[src/rtl/rv_pkg.sv]
// Shared RISC-V datapath types: register index width, data width and the
// writeback entry record held by the writeback queue.
package rv_pkg;

  localparam int XLEN       = 32;
  localparam int REG_ADDR_W = 5;

  typedef struct packed {
    logic [REG_ADDR_W-1:0] rd;
    logic [XLEN-1:0]       data;
  } wb_entry_t;

endpackage

[src/rtl/wbq_fwd_match.sv]
// Youngest-match forwarding search over the writeback queue entries for one
// register read port. Misses and rs == x0 return hit = 0, data = 0.
module wbq_fwd_match
  import rv_pkg::*;
#(
  parameter int DEPTH = 4,
  localparam int PTR_W = $clog2(DEPTH)
) (
  input  wb_entry_t             entries_i [DEPTH],
  input  logic [DEPTH-1:0]      valid_i,
  input  logic [PTR_W-1:0]      tail_i,
  input  logic [REG_ADDR_W-1:0] rs_i,
  output logic                  hit_o,
  output logic [XLEN-1:0]       data_o
);

  logic [PTR_W-1:0] idx;

  // Walk from the oldest slot (tail - DEPTH) to the youngest (tail - 1);
  // a later match overrides an earlier one, so the youngest wins.
  always_comb begin
    hit_o  = 1'b0;
    data_o = '0;
    idx    = '0;
    for (int k = DEPTH; k >= 1; k--) begin
      idx = tail_i - PTR_W'(k);
      if ((rs_i != '0) && valid_i[idx] && (entries_i[idx].rd == rs_i)) begin
        hit_o  = 1'b1;
        data_o = entries_i[idx].data;
      end
    end
  end

endmodule

[src/rtl/writeback_queue.sv]
// Circular writeback queue between producers and the register-file write
// port, with combinational forwarding of pending values to two read ports.
module writeback_queue
  import rv_pkg::*;
#(
  parameter int DEPTH = 4,
  parameter int XLEN  = rv_pkg::XLEN
) (
  input  logic                    clk,
  input  logic                    rst_n,
  input  logic                    wb_valid,
  output logic                    wb_ready,
  input  logic [REG_ADDR_W-1:0]   wb_rd,
  input  logic [XLEN-1:0]         wb_data,
  input  logic                    port_busy,
  output logic                    RegWrite,
  output logic [REG_ADDR_W-1:0]   rd,
  output logic [XLEN-1:0]         write_data,
  input  logic [REG_ADDR_W-1:0]   rs1,
  input  logic [REG_ADDR_W-1:0]   rs2,
  output logic                    fwd1_hit,
  output logic                    fwd2_hit,
  output logic [XLEN-1:0]         fwd1_data,
  output logic [XLEN-1:0]         fwd2_data,
  output logic [$clog2(DEPTH):0]  count
);

  localparam int PTR_W = $clog2(DEPTH);
  localparam int CNT_W = PTR_W + 1;

  // Handshake: a request transfers on a posedge where wb_valid && wb_ready;
  // wb_ready depends only on occupancy, never on wb_valid.

  logic [PTR_W-1:0] head_q, head_d;
  logic [PTR_W-1:0] tail_q, tail_d;
  logic [CNT_W-1:0] count_q, count_d;
  wb_entry_t        mem_q [DEPTH];
  logic [DEPTH-1:0] valid;
  logic [PTR_W-1:0] offset;
  logic             non_empty;
  logic             enq;
  logic             deq;

  assign non_empty  = (count_q != '0);
  assign wb_ready   = (count_q < CNT_W'(DEPTH));
  assign RegWrite   = non_empty && !port_busy;
  assign deq        = RegWrite;
  // Writes to x0 complete the handshake but are dropped.
  assign enq        = wb_valid && wb_ready && (wb_rd != '0);
  assign rd         = non_empty ? mem_q[head_q].rd   : '0;
  assign write_data = non_empty ? mem_q[head_q].data : '0;
  assign count      = count_q;

  always_comb begin
    head_d  = head_q;
    tail_d  = tail_q;
    count_d = count_q;
    if (enq) tail_d = tail_q + PTR_W'(1);
    if (deq) head_d = head_q + PTR_W'(1);
    case ({enq, deq})
      2'b10:   count_d = count_q + CNT_W'(1);
      2'b01:   count_d = count_q - CNT_W'(1);
      default: count_d = count_q;
    endcase
  end

  // A slot is live when its distance from head is below the occupancy.
  always_comb begin
    valid  = '0;
    offset = '0;
    for (int i = 0; i < DEPTH; i++) begin
      offset   = PTR_W'(i) - head_q;
      valid[i] = ({1'b0, offset} < count_q);
    end
  end

  always_ff @(posedge clk or negedge rst_n) begin
    if (!rst_n) begin
      head_q  <= '0;
      tail_q  <= '0;
      count_q <= '0;
    end else begin
      head_q  <= head_d;
      tail_q  <= tail_d;
      count_q <= count_d;
    end
  end

  // Storage is not reset; liveness comes solely from the pointers and count.
  always_ff @(posedge clk) begin
    if (enq) mem_q[tail_q] <= '{rd: wb_rd, data: wb_data};
  end

  wbq_fwd_match #(.DEPTH(DEPTH)) u_fwd1 (
    .entries_i (mem_q),
    .valid_i   (valid),
    .tail_i    (tail_q),
    .rs_i      (rs1),
    .hit_o     (fwd1_hit),
    .data_o    (fwd1_data)
  );

  wbq_fwd_match #(.DEPTH(DEPTH)) u_fwd2 (
    .entries_i (mem_q),
    .valid_i   (valid),
    .tail_i    (tail_q),
    .rs_i      (rs2),
    .hit_o     (fwd2_hit),
    .data_o    (fwd2_data)
  );

endmodule

[config.mk]
export PLATFORM = sky130hd
export DESIGN_NAME = writeback_queue
export DESIGN_NICKNAME = d
export VERILOG_FILES = /design/src/rtl/rv_pkg.sv /design/src/rtl/wbq_fwd_match.sv /design/src/rtl/writeback_queue.sv
export SDC_FILE = /design/constraint.sdc
export NUM_CORES = 1
export LEC_CHECK = 0
export CORE_MARGIN = 1
export CORE_UTILIZATION = 41
export DETAILED_ROUTE_END_ITERATION = 10
export PLACE_DENSITY = 0.6
export SKIP_CTS_REPAIR_TIMING = 1
export SLEW_MARGIN = 20
export SYNTH_ARGS = -nofsm -noshare
export SYNTH_HDL_FRONTEND = slang
export SYNTH_SLANG_ARGS = --single-unit
[constraint.sdc]
create_clock -name clk -period 10.3 [get_ports clk]
set_input_delay 2.06 -clock clk [delete_from_list [all_inputs] [get_ports clk]]
set_output_delay 2.06 -clock clk [all_outputs]
set_load 0.005 [all_outputs]
After elaboration in Yosys (flattened, before gate mapping)
Index checks and enable logic that the tools add are counted.
{"block": "totals", "register_bits": 155, "input_bits": 51, "out_inout_bits": 108, "wordCells": 123}
{"block": "classes", "addsub": 11, "magnitude_cmp": 15, "eq_ne": 10, "mux": 45, "bitwise_logic": 5, "reduce_logical": 26}
{"operator": "2-to-1 mux 37 bit", "n": 11}
{"operator": "binary-select mux 37 bit (select 2 bit)", "n": 5}
{"operator": "2-to-1 mux 32 bit", "n": 9}
{"operator": "bitwise mux 148 bit", "n": 1}
{"operator": "demux 37 bit (select 2 bit)", "n": 1}
{"operator": "equality test 5 bit", "n": 8}
{"operator": "logical AND 1 bit", "n": 20}
{"operator": ">= comparator 3 bit, second input constant", "n": 5}
{"operator": "inverter 2 -> 3 bit", "n": 5}
{"operator": "nonzero test 5 bit", "n": 3}
{"operator": "less-than comparator 2 x 3 -> 1 bit", "n": 4}
{"operator": "less-than comparator 2 x 3 -> 1 bit, second input constant", "n": 4}
{"operator": "2-to-1 mux 1 bit", "n": 12}
{"operator": "binary-select mux 1 bit (select 2 bit)", "n": 4}
{"operator": "one-hot mux 3 bit (2 select lines)", "n": 1}
{"operator": "2-to-1 mux 5 bit", "n": 1}
{"operator": "adder 2 x 1 -> 2 bit, second input constant", "n": 2}
{"operator": "subtractor 1 x 2 -> 2 bit, first input constant", "n": 2}
{"operator": "subtractor 2 bit, first input constant", "n": 2}
{"operator": "subtractor 2 bit, second input constant", "n": 2}
{"operator": "adder 3 x 1 -> 3 bit, second input constant", "n": 1}
{"operator": "less-than comparator 3 x 1 -> 1 bit, second input constant", "n": 1}
{"operator": "less-than comparator 3 bit, second input constant", "n": 1}
{"operator": "nonzero test 3 bit", "n": 1}
{"operator": "6 further kinds", "n": 6}

Longest topological paths before layout
Gate-level depths: netlist (run 1).
{"block": "logic_depth", "word_depth": 10, "depth_mapped": 15, "depth_no_buf": 9}

Modules after synthesis
Synthesis (run 1) repeated with hierarchy kept, for this count alone.
{"block": "unflattened", "cells_unflattened": 1398, "area_unflattened_um2": 14765.4}
{"mod": "wbq_fwd_match", "instances": 2, "cells_per_inst": 554, "area_per_inst_um2": 4307.9, "seq_area_each_um2": 0.0}
{"mod": "writeback_queue", "instances": 1, "cells_per_inst": 290, "area_per_inst_um2": 6149.6, "seq_area_each_um2": 4619.4}

Worst setup path before layout (run 1)
OpenSTA, ideal clock, no wires.
{"block": "synth_path", "path_kind": "input port to output port", "start": "input rs1[1]", "end": "output fwd1_data[11]", "t_arrival_ps": 3889, "required_ps": 8240, "slack_ps": 4351, "path_stages": 9, "path_buffers": 3, "path_cell_list": "clkbuf_1 > nor3_1 > a211o_1 > a211oi_2 > and3_1 > buf_2 > buf_2 > o31ai_2 > o211a_1"}
{"block": "synth_via", "elab_chain_len": 7, "elab_cells_between_ends": 17, "cone_classes": "4 x eq/ne; 4 x mux; 9 x reduce/logical"}
{"item": "start: declaration", "line_no": "writeback_queue.sv:19", "rtl": "input logic [REG_ADDR_W-1:0] rs1,"}
{"item": "nonzero test 5 bit", "line_no": "wbq_fwd_match.sv:27", "rtl": "if ((rs_i != '0) && valid_i[idx] && (entries_i[idx].rd == rs_i)) begin"}
{"item": "logical AND 1 bit (2 in series)", "line_no": "wbq_fwd_match.sv:27"}
{"item": "2-to-1 mux 32 bit (3 in series)", "line_no": "wbq_fwd_match.sv:27"}
{"item": "2-to-1 mux 32 bit (*)", "line_no": "wbq_fwd_match.sv:27"}
{"item": "end: declaration", "line_no": "writeback_queue.sv:23", "rtl": "output logic [XLEN-1:0] fwd1_data,"}
Mark *: on every way between the ends. The rest lies on a longest branch, timed or not.

Worst setup path after layout (run 1)
{"block": "layout_path", "start": "input rs1[3]", "end": "output fwd1_data[0]"}
The elaborated chain is that of the path after synthesis.

==> qor.txt, run 1 <==
Fillcell total = 2751
RR Endpoint = mem_q[49]
Reg2reg setup slack = 7330 ps
Vias in the first global route = 9831
Final worst path period share = 76.9%
Max-slew violations = 0
Pwr/cell area = 342 mW/mm2
Drt drc = 0
GP Congestion = 0.845
Vias = 9939
Placed cell count = 1409
Peak supply drop = 0.412 mV
Maximum root-to-sink buffer count = 2
Ant. Diodes = 0
Worst Hold Path EP = count[0]
Final Net Count = 1087
CTS H-tree lvls = 4
XOR/XNOR share of the synthesized area = 2.77%
Initial Utilization = 41.8%
Area Growth Syn to Fin = 17.0%
Slew of the pin with the lowest slew margin = 1150 ps
Critical-path cell list = clkdlybuf4s50_1 -> nor3_1 -> a211o_1 -> a211oi_4 -> buf_4 -> and3_2 -> o31ai_1 -> o211a_1 -> clkdlybuf4s50_1
Largest family of logic cells by synthesized area = multiplexers
DR WL/cell = 27.6 um
EDFF count, synth = 148
Ys async rst share = 4.52%
Hold slack = 695 ps
IO Count = 159
Post-Synth Simple-Gate Area = 11.6%
Static leakage = 0.00505 uW
Synth top cells by count = mux4_2 (182), edfxtp_1 (148), nand4_1 (98)
WS Path Type = in -> out
Die width = 182 um
FP Rows = 65
DRT iter0 DRCs = 890
Register area share after synthesis = 34.8%
Required time of the critical path = 8240 ps
Nature of the critical path endpoint = output pin
Crit path top cell by count = clkdlybuf4s50_1
Post-synth cell types = 54
Final setup fails = 0
Max Cap Violations = 0
Outcome = completed
Synth Net Count = 1016
Port-buffer cells = 158
CP arrival = 5860 ps
Number of clock sinks = 155
Critical R2R Launch = tail_q[1]
Core footprint = 0.0317 mm2
Global route overflow = 0
Count leader, synth = mux4_2
Die height = 182 um
Top cell type's share of synthesized area = 33.5%
RSZ-0062 raised after global routing = no
Worst Reg-to-Reg Cells = 4
Final hold viol count = 0
Post-synthesis adder-cell area fraction = 1.00%
Initial antenna violation count = 0
Routed wire length = 39800 um
Achievable Freq = 126 MHz
Syn Area/Cell = 13.9 um2
CP top delay family = buffers and inverters
First-pass GRT wire length = 60700 um
Setup TNS = 0 ps
Die area = 0.0331 mm2
Compound-Gate Fraction of Synth Area = 11.2%
Largest net degree at the start of global routing = 153
Antenna Nets Post-Route = 0
Post-synthesis cell count = 955
Min cycle time layout = 7920 ps
CP Max Fanout = 33
Vias/cell = 6.90
Synth area leaders = edfxtp_1 (34%), mux4_2 (31%), nand4_1 (4.6%)
Ys flop type = edfxtp_1
Worst slew margin = 23.5%
Worst setup startpoint = rs1[3]
Synth area leader = edfxtp_1
TritonCTS Buffers = 17
Post-synthesis cell area = 0.0133 mm2
Hold Crit Class = reg -> reg
Ys Warns = 0
#FFs+latches synth = 155
Detailed placement HPWL = 23800 um
Worst skew pair latency = 430 ps
Share of post-route cells with drive strength above 1 = 27.5%
TritonCTS clock tree = built
Critical path buffers and inverters = 3
Crit path largest cell delay = 1010 ps
Root Driver = clkbuf_16
Post-synthesis mux area share = 32.5%
Pre-Repair DR Iteration Count = 5
Fin cells = 1441
Hold_sp = count[0]
GRT Util Overall = 24.2%
Worst Skew = 12.0 ps
Hold path cells = 1
Startpoint Class = input port
Clock Pin Slew Worst Setup and Hold Paths = 70 ps
CP max stage cell = and3_2
cells in the final DEF, fill, tap and decap left out, drive strengths merged, types with 2 or more instances in the layout:
master,n
mux4,189
clkdlybuf4s50,158
edfxtp,148
nand4,99
inv,44
nor2b,39
or3,35
o211a,33
nand2b,33
o2111ai,31
o31ai,31
o221a,29
xnor2,22
xor2,20
clkbuf,19
buf,18
ha,9
nand2,7
dfrtp,7
clkinvlp,6
nor2,6
a21oi,6
and2,5
nor4,4
nor3,4
a211oi,4
mux2i,3
o21a,3
o21ai,3
clkinv,3
and3,2
or2,2
a31oi,2
a31o,2
bufinv,2
worst max-delay path by stage:
stage | to | slack, ps | cells after the start
after global placement | fwd1_data[30] | 2420 | 9
after detailed placement | fwd1_data[0] | 2410 | 9
after CTS | fwd1_data[0] | 2410 | 9
after floorplan | fwd1_data[11] | 4350 | 9
final | fwd1_data[0] | 2380 | 9
after global routing | fwd2_data[31] | 2260 | 8
stage by stage:
stage / power (uW) / worst slack [ps] / util (%) / area (um2)
final: 5300 / 2380 / 48.9 / 15500
after global routing: 5580 / 2260 / 48.9 / 15500
after CTS: 5320 / 2410 / 48.9 / 15500
after detailed placement: 4660 / 2410 / 47.1 / 14900
after global placement: 4640 / 2420 / 47.1 / 14900
after floorplan: 3440 / 4350 / - / 13300
where the power goes:
| part | internal, uW | switching (uW) |
|---|---|---|
| Sequential | 798 | 93.3 |
| Combinational | 1830 | 1940 |
| Clock | 359 | 282 |
cell families after synthesis:
| group | count (synthesis) |
|---|---|
| muxes | 192 |
| and+or+nand+nor | 240 |
| buffers and inverters | 166 |
| DFF | 155 |
| AOI/OAI and AO/OA | 150 |
| xor gates and xnor gates | 42 |
| adders and majority gates | 10 |
layer usage:
| layer | global-route usage (%) | vias to the layer above | part of all wire [%] |
|---|---|---|---|
| li1 | - | 4209 | - |
| met4 | 7.53 | 0 | 2.0 |
| met1 | 33.1 | 5156 | 41 |
| met5 | 0 | - | 0 |
| met2 | 39.6 | 524 | 49 |
| met3 | 3.93 | 50 | 7.9 |
state kept, by name, indices dropped and copies added (netlist names):
signal / count
count: 3
mem_q: 148
head_q: 2
tail_q: 2
final cells by class:
cell class	count	area (um2)	share of cell area [%]
Multi-Input combinational cell	634	7920	51.0
Tap cell	402	503	3.24
Clock inverter	13	145	0.935
Clock buffer	19	433	2.79
Timing Repair Buffer	176	1730	11.1
Sequential cell	155	4630	29.8
Inverter	42	158	1.02
Power figures use the tool's default switching activity.
==> run 2: changes to the inputs <==
==> constraint.sdc (replaced) <==
create_clock -name clk -period 7.8 [get_ports clk]
set_input_delay 1.56 -clock clk [delete_from_list [all_inputs] [get_ports clk]]
set_output_delay 1.56 -clock clk [all_outputs]
set_load 0.005 [all_outputs]
==> qor.txt, run 2 (synthesized netlist as in run 1, its figures left out) <==
Outcome = completed
Nature of the critical path endpoint = output pin
Max-slew violations = 0
Fin cells = 1451
TritonCTS clock tree = built
Clock Pin Slew Worst Setup and Hold Paths = 60 ps
Register area = 0.00463 mm2
GP Congestion = 0.843
Vias in the first global route = 9887
CP max stage cell = a21oi_4
DR WL/cell = 27.2 um
Min cycle time layout = 6790 ps
Reg2reg setup slack = 4970 ps
Placed cell count = 1418
Worst skew pair latency = 440 ps
Share of post-route cells with drive strength above 1 = 28.2%
Port-buffer cells = 158
Most frequent cells in the layout = mux4_2 (182), clkdlybuf4s50_1 (158), edfxtp_1 (148)
FP Rows = 65
Vias = 10100
Crit path top cell by count = clkdlybuf4s50_1
Most common cell after layout, fill and taps aside = mux4_2
CP Max Fanout = 33
Worst Skew = 10.9 ps
Critical path buffers and inverters = 2
Detailed placement HPWL = 24500 um
Peak supply drop = 0.333 mV
Startpoint Class = input port
Initial antenna violation count = 1
Max Cap Violations = 0
Achievable Freq = 147 MHz
Slew of the pin with the lowest slew margin = 1230 ps
Die width = 182 um
Antenna Nets Post-Route = 0
Maximum root-to-sink buffer count = 2
Pwr/cell area = 448 mW/mm2
Routed wire length = 39500 um
CTS H-tree lvls = 4
Final setup fails = 0
WS Path Type = in -> out
Largest register FFs = 148
Pre-Repair DR Iteration Count = 5
CP arrival = 5230 ps
Area Growth Syn to Fin = 17.3%
CP top delay family = compound AO/OA/AOI/OAI gates
Critical-path cell list = clkdlybuf4s50_1 -> nor2_1 -> a21oi_4 -> and3_2 -> o2111ai_1 -> o221a_1 -> clkdlybuf4s50_1
Die area = 0.0331 mm2
Vias/cell = 6.94
Static leakage = 0.00508 uW
Setup TNS = 0 ps
Biggest register = mem_q
Worst setup startpoint = rs2[4]
DRT iter0 DRCs = 1125
Worst slew margin = 18.1%
RR Endpoint = mem_q[20]
Critical R2R Launch = tail_q[1]
IO Count = 159
First-pass GRT wire length = 60200 um
Crit path to = fwd2_data[12]
RSZ-0062 raised after global routing = no
Largest net degree at the start of global routing = 153
GRT Util Overall = 24.2%
Final Net Count = 1096
Root Driver = clkbuf_16
Initial Utilization = 41.8%
Global route overflow = 0
Fillcell total = 2743
Core footprint = 0.0317 mm2
Drt drc = 0
Final hold viol count = 0
Hold Crit Class = reg -> reg
Multi-input logic area = 0.00792 mm2
Die height = 182 um
Final worst path period share = 87.1%
Crit path largest cell delay = 980 ps
Final Core Density = 49.0%
Number of clock sinks = 155
Worst path depth = 7
Required time of the critical path = 6240 ps
TritonCTS Buffers = 17
Worst Reg-to-Reg Cells = 4
==> run 2: cell types whose count changed in the layout (fill, tap and decap cells not counted) <==
| cell | previous run | this run |
|---|---|---|
| buf_4 | 17 | 26 |
| bufinv_16 | 2 | 0 |
| clkbuf_1 | 2 | 0 |
| clkinv_1 | 0 | 1 |
| clkinv_4 | 2 | 3 |
| clkinvlp_4 | 6 | 5 |
| diode_2 | 0 | 1 |
| inv_6 | 2 | 5 |
==> run 2: layout make-up <==
class                   instances  area share, %
diodes                          1         0.0161
clock buffers                  17           2.74
clock inverters                15          0.748
inverters                      42           1.01
multi-input cells             634           50.9
flip-flops and latches        155           29.8
well taps                     402           3.23
repair buffers                185           11.6
==> run 2: layer usage <==
metal	vias to the layer above	part of all wire [%]	track usage, %
met3	75	8.0	3.31
met1	5213	41	33.1
met5	-	0	0
met4	0	2.6	9.42
met2	560	49	39.1
li1	4223	-	-
==> run 2: worst min-delay path by stage <==
stage | from | to | slack [ps] | cells after the start
5_1_grt | count[0] | count[0] | 730 | 1
6_report | count[0] | count[0] | 710 | 1
4_1_cts | count[0] | count[0] | 720 | 1
3_5_place_dp | tail_q[1] | tail_q[1] | 710 | 2
2_1_floorplan | count[0] | count[0] | 610 | 1
3_3_place_gp | count[0] | count[0] | 690 | 1
==> run 2: per-stage QoR <==
step | setup slack [ps] | hold slack [ps] | total power [uW] | instance area, um2
final | 1010 | 714 | 6970 | 15600
after global routing | 870 | 732 | 7350 | 15600
after CTS | 1000 | 718 | 6990 | 15600
after detailed placement | 1110 | 711 | 6190 | 15000
after global placement | 1130 | 689 | 6140 | 15000
after floorplan | 2850 | 613 | 4540 | 13300
==> run 2: where the power goes <==
part / total (uW) / internal, uW / switching (uW)
logic: 4980 / 2440 / 2530
registers: 1210 / 1050 / 154
clock network: 786 / 411 / 375
total: 6970 / 3910 / 3060
==> run 3: changes to the inputs <==
--- a/config.mk
+++ b/config.mk
@@ -8,9 +8,10 @@
 export CORE_MARGIN = 1
 export CORE_UTILIZATION = 41
 export DETAILED_ROUTE_END_ITERATION = 10
-export PLACE_DENSITY = 0.6
+export PLACE_DENSITY = 0.61
 export SKIP_CTS_REPAIR_TIMING = 1
 export SLEW_MARGIN = 20
 export SYNTH_ARGS = -nofsm -noshare
 export SYNTH_HDL_FRONTEND = slang
+export SYNTH_HIERARCHICAL = 1
 export SYNTH_SLANG_ARGS = --single-unit
==> constraint.sdc (replaced) <==
create_clock -name clk -period 5.6 [get_ports clk]
set_input_delay 1.12 -clock clk [delete_from_list [all_inputs] [get_ports clk]]
set_output_delay 1.12 -clock clk [all_outputs]
set_load 0.005 [all_outputs]
==> qor.txt, run 3 <==
Pwr Total = 9220 uW
Critical-path cell list = inv_1 -> ha_1 -> a21oi_1 -> o21ai_0 -> buf_4 -> nor3b_1 -> a311o_1 -> nand4_1 -> a211o_4 -> nand2_1 -> buf_8 -> o311ai_0 -> buf_4 -> a2bb2oi_2 -> clkdlybuf4s50_1
Peak supply drop = 0.317 mV
DRT iter0 DRCs = 1124
GRT Util Overall = 26.0%
P_int = 5260 uW
TritonCTS Buffers = 17
Nature of the critical path endpoint = output pin
Core footprint = 0.0355 mm2
Hold path cells = 2
Min cycle time layout = 5520 ps
Initial antenna violation count = 0
Number of clock sinks = 155
Comb power frac = 68.0%
Port-buffer cells = 158
Crit path top cell by count = buf_4
Vias in the first global route = 12400
Achievable Freq = 181 MHz
Final hold viol count = 0
Reg power frac = 19.3%
Multi-input logic area = 0.00958 mm2
Routed wire length = 48800 um
Final setup fails = 0
RR Endpoint = mem_q[27]
CP top delay family = compound AO/OA/AOI/OAI gates
Worst Hold Path EP = count[1]
Pwr/cell area = 521 mW/mm2
Synth top cells by count = mux2i_1 (174), edfxtp_1 (148), nand2_1 (127)
GP Congestion = 0.874
Area Growth Syn to Fin = 19.9%
Post-synth cell types = 70
Synth Net Count = 1459
Critical R2R Launch = tail_q[1]
CP Max Fanout = 14
Clock Pin Slew Worst Setup and Hold Paths = 60 ps
Detailed placement HPWL = 31200 um
WS Path Type = reg -> out
Fin cells = 1981
Outcome = completed
Worst Reg-to-Reg Cells = 4
Critical path buffers and inverters = 5
EDFF count, synth = 148
Hold_sp = count[1]
Ys async rst share = 4.52%
Synth area leaders = edfxtp_1 (30%), mux2i_1 (12%), mux2_2 (9.0%)
Pre-Repair DR Iteration Count = 5
Largest net degree at the start of global routing = 189
Switching power = 3960 uW
Worst skew pair latency = 430 ps
Share of post-route cells with drive strength above 1 = 22.4%
Required time of the critical path = 4480 ps
Hold Crit Class = reg -> reg
Fillcell total = 3163
Antenna Nets Post-Route = 0
Syn Area/Cell = 10.6 um2
Count leader, synth = mux2i_1
Post-synthesis cell count = 1398
Max Cap Violations = 0
CP max stage cell = clkdlybuf4s50_1
Reg2reg setup slack = 2150 ps
Die height = 192 um
Worst slew margin = 20.7%
#FFs+latches synth = 155
Placed cell count = 1942
Synth area leader = edfxtp_1
Ys Warns = 6
Vias = 12800
Global route overflow = 0
Static leakage = 0.00613 uW
Drt drc = 0
Die width = 192 um
CTS H-tree lvls = 4
Slew of the pin with the lowest slew margin = 1190 ps
Final Net Count = 1568
Placement Setup Slack = -84.8 ps
Register area = 0.00463 mm2
Switching share of power = 42.9%
Post-synthesis cell area = 0.0148 mm2
TritonCTS clock tree = built
Maximum root-to-sink buffer count = 2
Root Driver = clkbuf_16
FP Rows = 69
Final worst path period share = 98.6%
Crit path largest cell delay = 550 ps
DR WL/cell = 24.6 um
RSZ-0062 raised after global routing = yes
Vias/cell = 6.47
CP arrival = 4400 ps
Largest register FFs = 148
Worst Skew = 11.4 ps
Startpoint Class = flop
Die area = 0.0368 mm2
First-pass GRT wire length = 72800 um
Most frequent cells in the layout = mux2i_1 (174), clkdlybuf4s50_1 (157), edfxtp_1 (148)
Biggest register = mem_q
Register area share after synthesis = 31.3%
Ys flop type = edfxtp_1
IO Count = 159
Ant. Diodes = 0
Top cell type's share of synthesized area = 30.1%
Clock power frac = 12.8%
Initial Utilization = 41.6%
Max-slew violations = 0
Most common cell after layout, fill and taps aside = mux2i_1
PnR worst setup slack = 78.5 ps
==> run 3: per-stage QoR <==
stage          util, %  cell area [um2]  hold slack, ps  TNS (ps)
2_1_floorplan        -            14800             527         0
3_3_place_gp      47.5            16800             587    -0.659
3_5_place_dp      47.5            16800             582     -84.8
4_1_cts           49.1            17400             603     -1490
5_1_grt           49.9            17700             628     -54.3
6_report          49.9            17700             594         0
==> run 3: metal layers <==
layer	GRT usage, %	wire (um)
met5	0	0
met4	8.82	1050
met3	3.29	3080
met2	42.7	23600
met1	35.2	21000
==> run 3: worst max path at each step <==
stage | cells past startpoint | startpoint | endpoint | slack (ps)
floorplan | 15 | head_q[1] | fwd1_data[25] | 1140
global placement | 11 | rs2[3] | fwd2_data[3] | -0.7
global route | 14 | head_q[1] | fwd1_data[30] | -40
CTS | 14 | head_q[0] | fwd2_data[3] | -260
detailed placement | 11 | rs2[3] | fwd2_data[3] | -80
finish | 15 | count[1] | fwd2_data[3] | 80
==> run 3: final cells by class <==
class / instances / area share (%)
clock inverter: 12 / 0.841
timing repair buffer: 229 / 12.8
tap: 461 / 3.26
multi-input combinational: 1087 / 54.1
sequential: 155 / 26.1
inverter: 17 / 0.360
clock buffer: 20 / 2.47
==> run 3: logic make-up (layout without fill, tap and decap cells) <==
group / after synthesis / count (layout) / synth area share, %
muxes: 362 / 362 / 31.0
and+or+nand+nor: 362 / 362 / 11.6
AOI/OAI and AO/OA: 318 / 318 / 17.9
buffers and inverters: 156 / 278 / 5.23
DFF: 155 / 155 / 31.3
xor gates and xnor gates: 35 / 35 / 2.08
adders and majority gates: 10 / 10 / 0.898
==> run 3: power by group through the flow <==
stage / Sequential (uW) / Clock, uW / Combinational, uW
2_1_floorplan: 1620 / 0 / 4260
3_3_place_gp: 1800 / 0 / 5930
3_5_place_dp: 1800 / 0 / 6020
4_1_cts: 1780 / 1200 / 6050
5_1_grt: 1810 / 1240 / 6680
6_report: 1780 / 1180 / 6270
==> run 3: tightest hold or removal path, cell delays in order (launching register included) <==
cell	delay, ps
dfrtp_1	430
nand2_1	70
o21ai_0	60
